--- src/rtl/lathe_pkg.sv ---
// Mode encoding, debounce defaults and mode-request arbitration shared by the lathe panel front end.
package lathe_pkg;

  typedef enum logic [1:0] {
    MODE_NONE = 2'b00,
    MODE_AUTO = 2'b01,
    MODE_MAN  = 2'b10
  } mode_e;

  localparam int unsigned DEBOUNCE_CYCLES_SILICON = 500000;  // 10 ms at 50 MHz
  localparam int unsigned DEBOUNCE_CYCLES_SIM     = 4;
  localparam int unsigned CNT_W_DEFAULT           = 20;

  // MAN outranks AUTO when the selector reports both.
  function automatic mode_e requested_mode(input logic man_sel, input logic auto_sel);
    if (man_sel) return MODE_MAN;
    if (auto_sel) return MODE_AUTO;
    return MODE_NONE;
  endfunction

endpackage

--- src/rtl/input_debounce.sv ---
// One panel channel: 2-flop synchroniser, run-length counter, stable flop.
// stable follows a clean raw step after 2 + DEBOUNCE_CYCLES edges; stable_nxt is its next-edge value.
module input_debounce
  import lathe_pkg::*;
#(
  parameter int unsigned DEBOUNCE_CYCLES = DEBOUNCE_CYCLES_SILICON,
  parameter int unsigned CNT_W           = CNT_W_DEFAULT
) (
  input  logic clk,
  input  logic rst,
  input  logic raw,
  output logic stable,
  output logic stable_nxt
);

  localparam logic [CNT_W-1:0] CNT_LAST = CNT_W'(DEBOUNCE_CYCLES - 1);

  logic             sync1;
  logic             sync2;
  logic [CNT_W-1:0] cnt;
  logic             flip;

  // The counter never passes CNT_LAST: reaching it either flips or the input has already agreed.
  assign flip       = (sync2 != stable) && (cnt == CNT_LAST);
  assign stable_nxt = flip ? sync2 : stable;

  always_ff @(posedge clk) begin
    if (rst) begin
      sync1  <= 1'b0;
      sync2  <= 1'b0;
      stable <= 1'b0;
      cnt    <= '0;
    end else begin
      sync1  <= raw;
      sync2  <= sync1;
      stable <= stable_nxt;
      if ((sync2 == stable) || flip) cnt <= '0;
      else                           cnt <= cnt + 1'b1;
    end
  end

endmodule

--- src/rtl/lathe_input_conditioner.sv ---
// Panel front end: debounced start, MAN-over-AUTO mode with start interlock, start/mode pulses; all outputs registered.
// Define ESTOP_LATCH_EN to add the debounced e-stop fault latch; otherwise fault is tied 0.
module lathe_input_conditioner
  import lathe_pkg::*;
#(
  parameter int unsigned DEBOUNCE_CYCLES = DEBOUNCE_CYCLES_SILICON,
  parameter int unsigned CNT_W           = CNT_W_DEFAULT
) (
  input  logic       clk,
  input  logic       rst,
  input  logic       start_raw,
  input  logic       auto_raw,
  input  logic       man_raw,
  input  logic       estop_raw,
  input  logic       fault_clr,
  output logic       start_lvl,
  output logic       start_rise,
  output logic [1:0] mode,
  output logic       mode_chg,
  output logic       mode_blocked,
  output logic       fault
);

  logic  start_db, start_nxt;
  logic  auto_db, auto_nxt;
  logic  man_db, man_nxt;
  logic  fault_set, fault_lat;
  mode_e mode_q, mode_n, req_nxt;

  input_debounce #(.DEBOUNCE_CYCLES(DEBOUNCE_CYCLES), .CNT_W(CNT_W)) u_start (
    .clk(clk), .rst(rst), .raw(start_raw), .stable(start_db), .stable_nxt(start_nxt)
  );
  input_debounce #(.DEBOUNCE_CYCLES(DEBOUNCE_CYCLES), .CNT_W(CNT_W)) u_auto (
    .clk(clk), .rst(rst), .raw(auto_raw), .stable(auto_db), .stable_nxt(auto_nxt)
  );
  input_debounce #(.DEBOUNCE_CYCLES(DEBOUNCE_CYCLES), .CNT_W(CNT_W)) u_man (
    .clk(clk), .rst(rst), .raw(man_raw), .stable(man_db), .stable_nxt(man_nxt)
  );

`ifdef ESTOP_LATCH_EN
  logic estop_db, estop_nxt;

  input_debounce #(.DEBOUNCE_CYCLES(DEBOUNCE_CYCLES), .CNT_W(CNT_W)) u_estop (
    .clk(clk), .rst(rst), .raw(estop_raw), .stable(estop_db), .stable_nxt(estop_nxt)
  );

  assign fault_set = estop_nxt & ~estop_db;

  // A clear is honoured only once the e-stop is released and the spindle start is off.
  always_ff @(posedge clk) begin
    if (rst)                                       fault_lat <= 1'b0;
    else if (fault_set)                            fault_lat <= 1'b1;
    else if (fault_clr && !estop_db && !start_db)  fault_lat <= 1'b0;
  end
`else
  logic unused_estop;
  assign unused_estop = ^{estop_raw, fault_clr};
  assign fault_set    = 1'b0;
  assign fault_lat    = 1'b0;
`endif

  // Outputs are computed from next-edge debounced values so every output moves on the same edge as its cause.
  assign req_nxt = requested_mode(man_nxt, auto_nxt);

  always_comb begin
    mode_n = mode_q;
    if (fault_set || fault_lat) mode_n = MODE_NONE;
    else if (!start_db)         mode_n = req_nxt;
  end

  always_ff @(posedge clk) begin
    if (rst) begin
      mode_q       <= MODE_NONE;
      mode_chg     <= 1'b0;
      start_rise   <= 1'b0;
      mode_blocked <= 1'b0;
    end else begin
      mode_q       <= mode_n;
      mode_chg     <= (mode_n != mode_q);
      start_rise   <= start_nxt & ~start_db & (mode_n != MODE_NONE) & ~fault_set & ~fault_lat;
      mode_blocked <= start_nxt & (req_nxt != mode_n);
    end
  end

  assign start_lvl = start_db;
  assign mode      = mode_q;
  assign fault     = fault_lat;

endmodule

--- config.mk ---
export PLATFORM = sky130hd
export DESIGN_NAME = lathe_input_conditioner
export DESIGN_NICKNAME = d
export VERILOG_FILES = /design/src/rtl/lathe_pkg.sv /design/src/rtl/input_debounce.sv /design/src/rtl/lathe_input_conditioner.sv
export SDC_FILE = /design/constraint.sdc
export NUM_CORES = 1
export LEC_CHECK = 0
export CORE_ASPECT_RATIO = 1.5
export CORE_UTILIZATION = 55
export CTS_BUF_LIST = sky130_fd_sc_hd__clkbuf_8 sky130_fd_sc_hd__clkbuf_16
export CTS_CLUSTER_DIAMETER = 120
export DETAILED_ROUTE_END_ITERATION = 6
export PLACE_DENSITY = 0.78
export SLEW_MARGIN = 20
export SYNTH_ARGS = -nofsm -noshare
export SYNTH_HDL_FRONTEND = slang
export SYNTH_SLANG_ARGS = --single-unit
--- constraint.sdc ---
create_clock -name clk -period 4.2 [get_ports clk]
set_input_delay 0.63 -clock clk [delete_from_list [all_inputs] [get_ports clk]]
set_output_delay 0.63 -clock clk [all_outputs]
set_load 0.005 [all_outputs]
# Word-level counts from Yosys, hierarchy flattened
# Index checks and enable logic that the tools add are counted.
[totals] in_bits=7 output_inout_bits=7 ff_bits=74 wordCells=55
[op_classes] reduce_logical=10 n_mux=11 add_sub_neg=3 eq_ne=11 n_bitwise=4
[ops] cell="20-bit by 1-bit adder with 20-bit output, second input constant" n=3
[ops] cell="20-bit by 19-bit equality test with 1-bit output, second input constant" n=3
[ops] cell="2-bit 2-to-1 mux" n=5
[ops] cell="1-bit 2-to-1 mux" n=6
[ops] cell="2-bit OR reduction" n=3
[ops] cell="2-bit inequality test" n=2
[ops] cell="1-bit bitwise AND" n=3
[ops] cell="1-bit equality test" n=3
[ops] cell="1-bit logical AND" n=3
[ops] cell="1-bit logical OR" n=3
[ops] cell="1-bit inequality test" n=3
[ops] cell="2-bit nonzero test" n=1
[ops] cell="1-bit inverter" n=1

# Logic depth before layout (Yosys ltp)
[logic_depth] word_depth=10 ltp_mapped=7 depth_no_buf=7

# Hierarchy
# From an unflattened synthesis, not the netlist that was laid out.
[hier_totals] hier_cells=366 hier_area_um2=3324.4
[by_module_without_submodules] module="input_debounce" cells_each=115 seq_area_each_um2=460.4 area_per_inst_um2=1037.2 instances=3
[by_module_without_submodules] module="lathe_input_conditioner" cells_each=21 seq_area_each_um2=100.1 area_per_inst_um2=212.7 instances=1

# Least setup slack after synthesis
# Ideal clock, no wire load.
[synth_timing] path_kind="register to register" startpoint="register u_man.cnt[14]" endpoint="register mode_blocked" synth_period_minus_slack_ns=1.872 setup_slack_ns=2.328 path_buffers=0 arrival_ns=1.740 stages_incl_launch_ff=7 required_ns=4.067 setup_time_ns=0.133 cell_sequence="dfxtp_1 > nor4b_1 > nand4_1 > nor2_1 > mux2i_1 > nor4bb_1 > nor4_2"
[synth_between] elab_chain_cells=8
[synth_lines] item="start, declared" line="input_debounce.sv:20" rtl="logic [CNT_W-1:0] cnt;"
[synth_lines] item="start signal, assigned" line="input_debounce.sv:38" rtl="else cnt <= cnt + 1'b1;"
[synth_lines] item="20-bit by 19-bit equality test with 1-bit output (*)" line="input_debounce.sv:24" rtl="assign flip = (sync2 != stable) && (cnt == CNT_LAST);"
[synth_lines] item="1-bit logical AND (*)" line="input_debounce.sv:24"
[synth_lines] item="1-bit 2-to-1 mux (*)" line="input_debounce.sv:25" rtl="assign stable_nxt = flip ? sync2 : stable;"
[synth_lines] item="1-bit 2-to-1 mux (*)" line="lathe_pkg.sv:16" rtl="if (man_sel) return MODE_MAN;"
[synth_lines] item="2-bit 2-to-1 mux (*)" line="lathe_pkg.sv:17" rtl="if (auto_sel) return MODE_AUTO;"
[synth_lines] item="2-bit 2-to-1 mux" line="lathe_input_conditioner.sv:68" rtl="else if (!start_db) mode_n = req_nxt;"
[synth_lines] item="2-bit inequality test (*)" line="lathe_input_conditioner.sv:81" rtl="mode_blocked <= start_nxt & (req_nxt != mode_n);"
[synth_lines] item="1-bit bitwise AND (*)" line="lathe_input_conditioner.sv:81"
[synth_lines] item="end signal, assigned" line="lathe_input_conditioner.sv:81"
[synth_lines] item="end, declared" line="lathe_input_conditioner.sv:20" rtl="output logic mode_blocked,"
# Every way passes the cells marked *; elsewhere a longest branch is shown, timed or not.
# A chain may end at the register's enable or synchronous reset.

# Worst setup path in the final report
[layout_timing] startpoint="register u_man.cnt[0]" endpoint="register mode_chg"
[layout_between] elab_chain_cells=7
[layout_lines] item="20-bit by 19-bit equality test with 1-bit output" line="input_debounce.sv:24"
[layout_lines] item="1-bit logical AND" line="input_debounce.sv:24"
[layout_lines] item="1-bit 2-to-1 mux" line="input_debounce.sv:25"
[layout_lines] item="1-bit 2-to-1 mux" line="lathe_pkg.sv:16"
[layout_lines] item="2-bit 2-to-1 mux" line="lathe_pkg.sv:17"
[layout_lines] item="2-bit 2-to-1 mux" line="lathe_input_conditioner.sv:68"
[layout_lines] item="2-bit inequality test" line="lathe_input_conditioner.sv:79" rtl="mode_chg <= (mode_n != mode_q);"
[layout_lines] item="end signal, assigned" line="lathe_input_conditioner.sv:79"
[layout_lines] item="end, declared" line="lathe_input_conditioner.sv:19" rtl="output logic mode_chg,"
# No other way between the ends.

==> results.toml <==
[power]
combPwrFrac = 0.011
net-switching-power_uw = 273
seqPwrFrac = 0.513
powerDensity_nw_per_um2 = 400
p_leak_nw = 1.14
power.internal_mw = 1.10
pwr-share-clk = 0.476
ir_worst_vdd_uv = 316
switching_share = 0.198

[timing]
worst_pin_slew_ns = 0.670
setup_violations = 0
setup_tns_ns = 0
slew_headroom = 0.553
final-hold-violation-count = 0
min_period_ns = 2.19
fin_hold_ws_ns = 0.440
skew_ns = 0.0124
finalMaxSlewViolations = 0
rsz0062_at_grt = "no"
period_share = 0.522
fmax_mhz = 456

[cts]
root_buffer = "clkbuf_8"
path_clk_slew_ns = 0.08
htreeDepth = 3
numCtsBuffers = 9
tritoncts = "built"
clk_path_buf_depth = 2
post_cts_resized = 0
clkLatencyLatePin_ns = 0.35
postCtsHoldBufs = 0
cts.sinks = 74
post_cts_buffers = 0

[floorplan]
start_util = 0.582
die_h_um = 93.2
io_pins = 14
row_count = 32
die_area_um2 = 5850
die_w_um = 62.8
core_area_um2 = 5250

[critical_path]
end_kind = "flip-flop"
path_class = "reg -> reg"
cp-start-kind = "flip-flop"
path_cells = "ha_1 > nand4_1 > nor2_1 > mux2i_1 > nor4bb_1 > nor4_1"
cpPeakStageDelay_ns = 0.53
required_ns = 4.41
cp.arrival_ns = 2.40
crit_fanout = 6
cpMaxStageDelayCell = "nor4bb_1"
ff2ff_path_depth = 6

[grt]
grt_antenna_before_repair = 0
grt_pass1_vias = 2213
globalRoute.totalOverflow = 0
grt_pass1_wl_um = 9540
grt_usage = 0.211
grt_max_degree = 21

[layout]
drive_gt1_frac = 0.0506
area_growth_pct = 12.9
layout.nets = 361
final_cell_mix = "74 x dfxtp_1, 72 x nor2_1, 35 x xor2_1"
fin_cells = 424
layout_commonest_cell = "dfxtp_1"
antennaDiodeCount = 0

[outcome]
outcome = "completed"

[yosys]
ys_async_sr_fraction = 0
ys_warn_count = 0
syn_inst = 338
synth_ff_type = "dfxtp_1"
syn_area_per_cell_um2 = 9.02
synth-edff-count = 0
synth_nets = 348
synth_cell_types = 35
ys_seq_elements = 74
synth_seq_area_share = 0.486
netlist_area_um2 = 3050

[placed_design]
numPortBuffers = 10
gp_congestion = 0.783
dp_cells = 408
place_hpwl_um = 3550

[routing]
ant_nets = 0
drc = 0
routedWlPerCell_um = 12.8
drtIter0Drc = 116
routed_via_density = 5.42
wl_um = 5430
drt_pass1_iterations = 4
vias = 2297

[min_path]
worstHoldPathType = "reg -> reg"
whs_path_depth = 1

[flow_run]
drv_cap = 0
## flip-flops by register name, indices dropped and copies added, names as in the netlist
name,flops
u_start.cnt,20
u_man.cnt,20
mode,2
u_start.sync2,1
u_man.sync1,1
u_auto.sync2,1
u_start.stable,1
u_start.sync1,1
start_rise,1
u_man.stable,1
u_auto.stable,1
u_man.sync2,1
mode_chg,1
mode_blocked,1
u_auto.cnt,20
u_auto.sync1,1
## power groups by stage
stage               combinational (mW)  sequential (mW)  clock [mW]
detailed placement              0.0149            0.723           0
global placement                0.0145            0.723           0
CTS                             0.0152            0.707       0.663
floorplan                      0.00965            0.723           0
global route                    0.0165            0.707       0.697
finish                          0.0148            0.707       0.656
## Yosys cell counts (4+ instances only)
master	count	area [um^2]
xnor2_1	18	158
nor4_1	4	25.0
nand2_1	21	78.8
clkbuf_1	6	22.5
o21ai_0	5	25.0
xor2_1	35	307
dfxtp_1	74	1480
nand3_1	22	110
a21oi_1	6	30.0
or3_1	6	37.5
and4_1	6	52.6
inv_1	5	18.8
and3_1	10	62.6
nor2_1	72	270
nand4_1	12	75.1
nor2b_1	7	43.8
## stage by stage
step | utilization | power, mW | area [um^2] | worst slack, ns
6_report | 0.656 | 1.38 | 3440 | 2.01
4_1_cts | 0.656 | 1.39 | 3440 | 1.99
3_3_place_gp | 0.610 | 0.737 | 3200 | 1.77
2_1_floorplan | - | 0.732 | 3050 | 2.33
5_1_grt | 0.656 | 1.42 | 3440 | 1.79
3_5_place_dp | 0.610 | 0.738 | 3200 | 1.73
## worst paths after layout
check | from | endpoint | slack, ns
worst max-delay path | u_man.cnt[0]$_SDFF_PP0_ | mode_chg$_SDFF_PP0_ | 2.01
worst min-delay path | u_auto.sync1$_SDFF_PP0_ | u_auto.sync2$_SDFF_PP0_ | 0.44
worst max register to register | u_man.cnt[0]$_SDFF_PP0_ | mode_chg$_SDFF_PP0_ | 2.01
worst min register to register | u_auto.sync1$_SDFF_PP0_ | u_auto.sync2$_SDFF_PP0_ | 0.44
## final cells by class
cell class,instances,area (um^2)
well taps,68,85.1
multi-input cells,251,1520
fillers,440,1800
clock inverters,7,119
flip-flops and latches,74,1480
repair buffers,10,100
clock buffers,9,124
inverters,5,18.8
## routing by layer
layer  vias up  GRT usage  wire length (um)
met5         -          0                 0
met4         0      0.124               123
met3        11     0.0524               140
met2        23      0.382              2820
met1      1089      0.216              2350
li1       1174          -                 -
## kinds of logic (layout without fill, tap and decap cells)
group           Yosys count  count (layout)  synth area share
buf+inv                  13              31            0.0176
fa+ha+maj                 3               3            0.0123
other cells               1               1           0.00123
xor+xnor                 53              53             0.152
compound gates           14              14            0.0263
simple gates            177             177             0.293
flops                    74              74             0.486
mux                       3               3            0.0115
## worst max-delay path, delay by kind of cell, from the launching register on
kind | cells | cell delay, ns
simple gates | 4 | 0.92
mux | 1 | 0.48
flops | 1 | 0.39
fa+ha+maj | 1 | 0.27
Power figures use the tool's default switching activity.
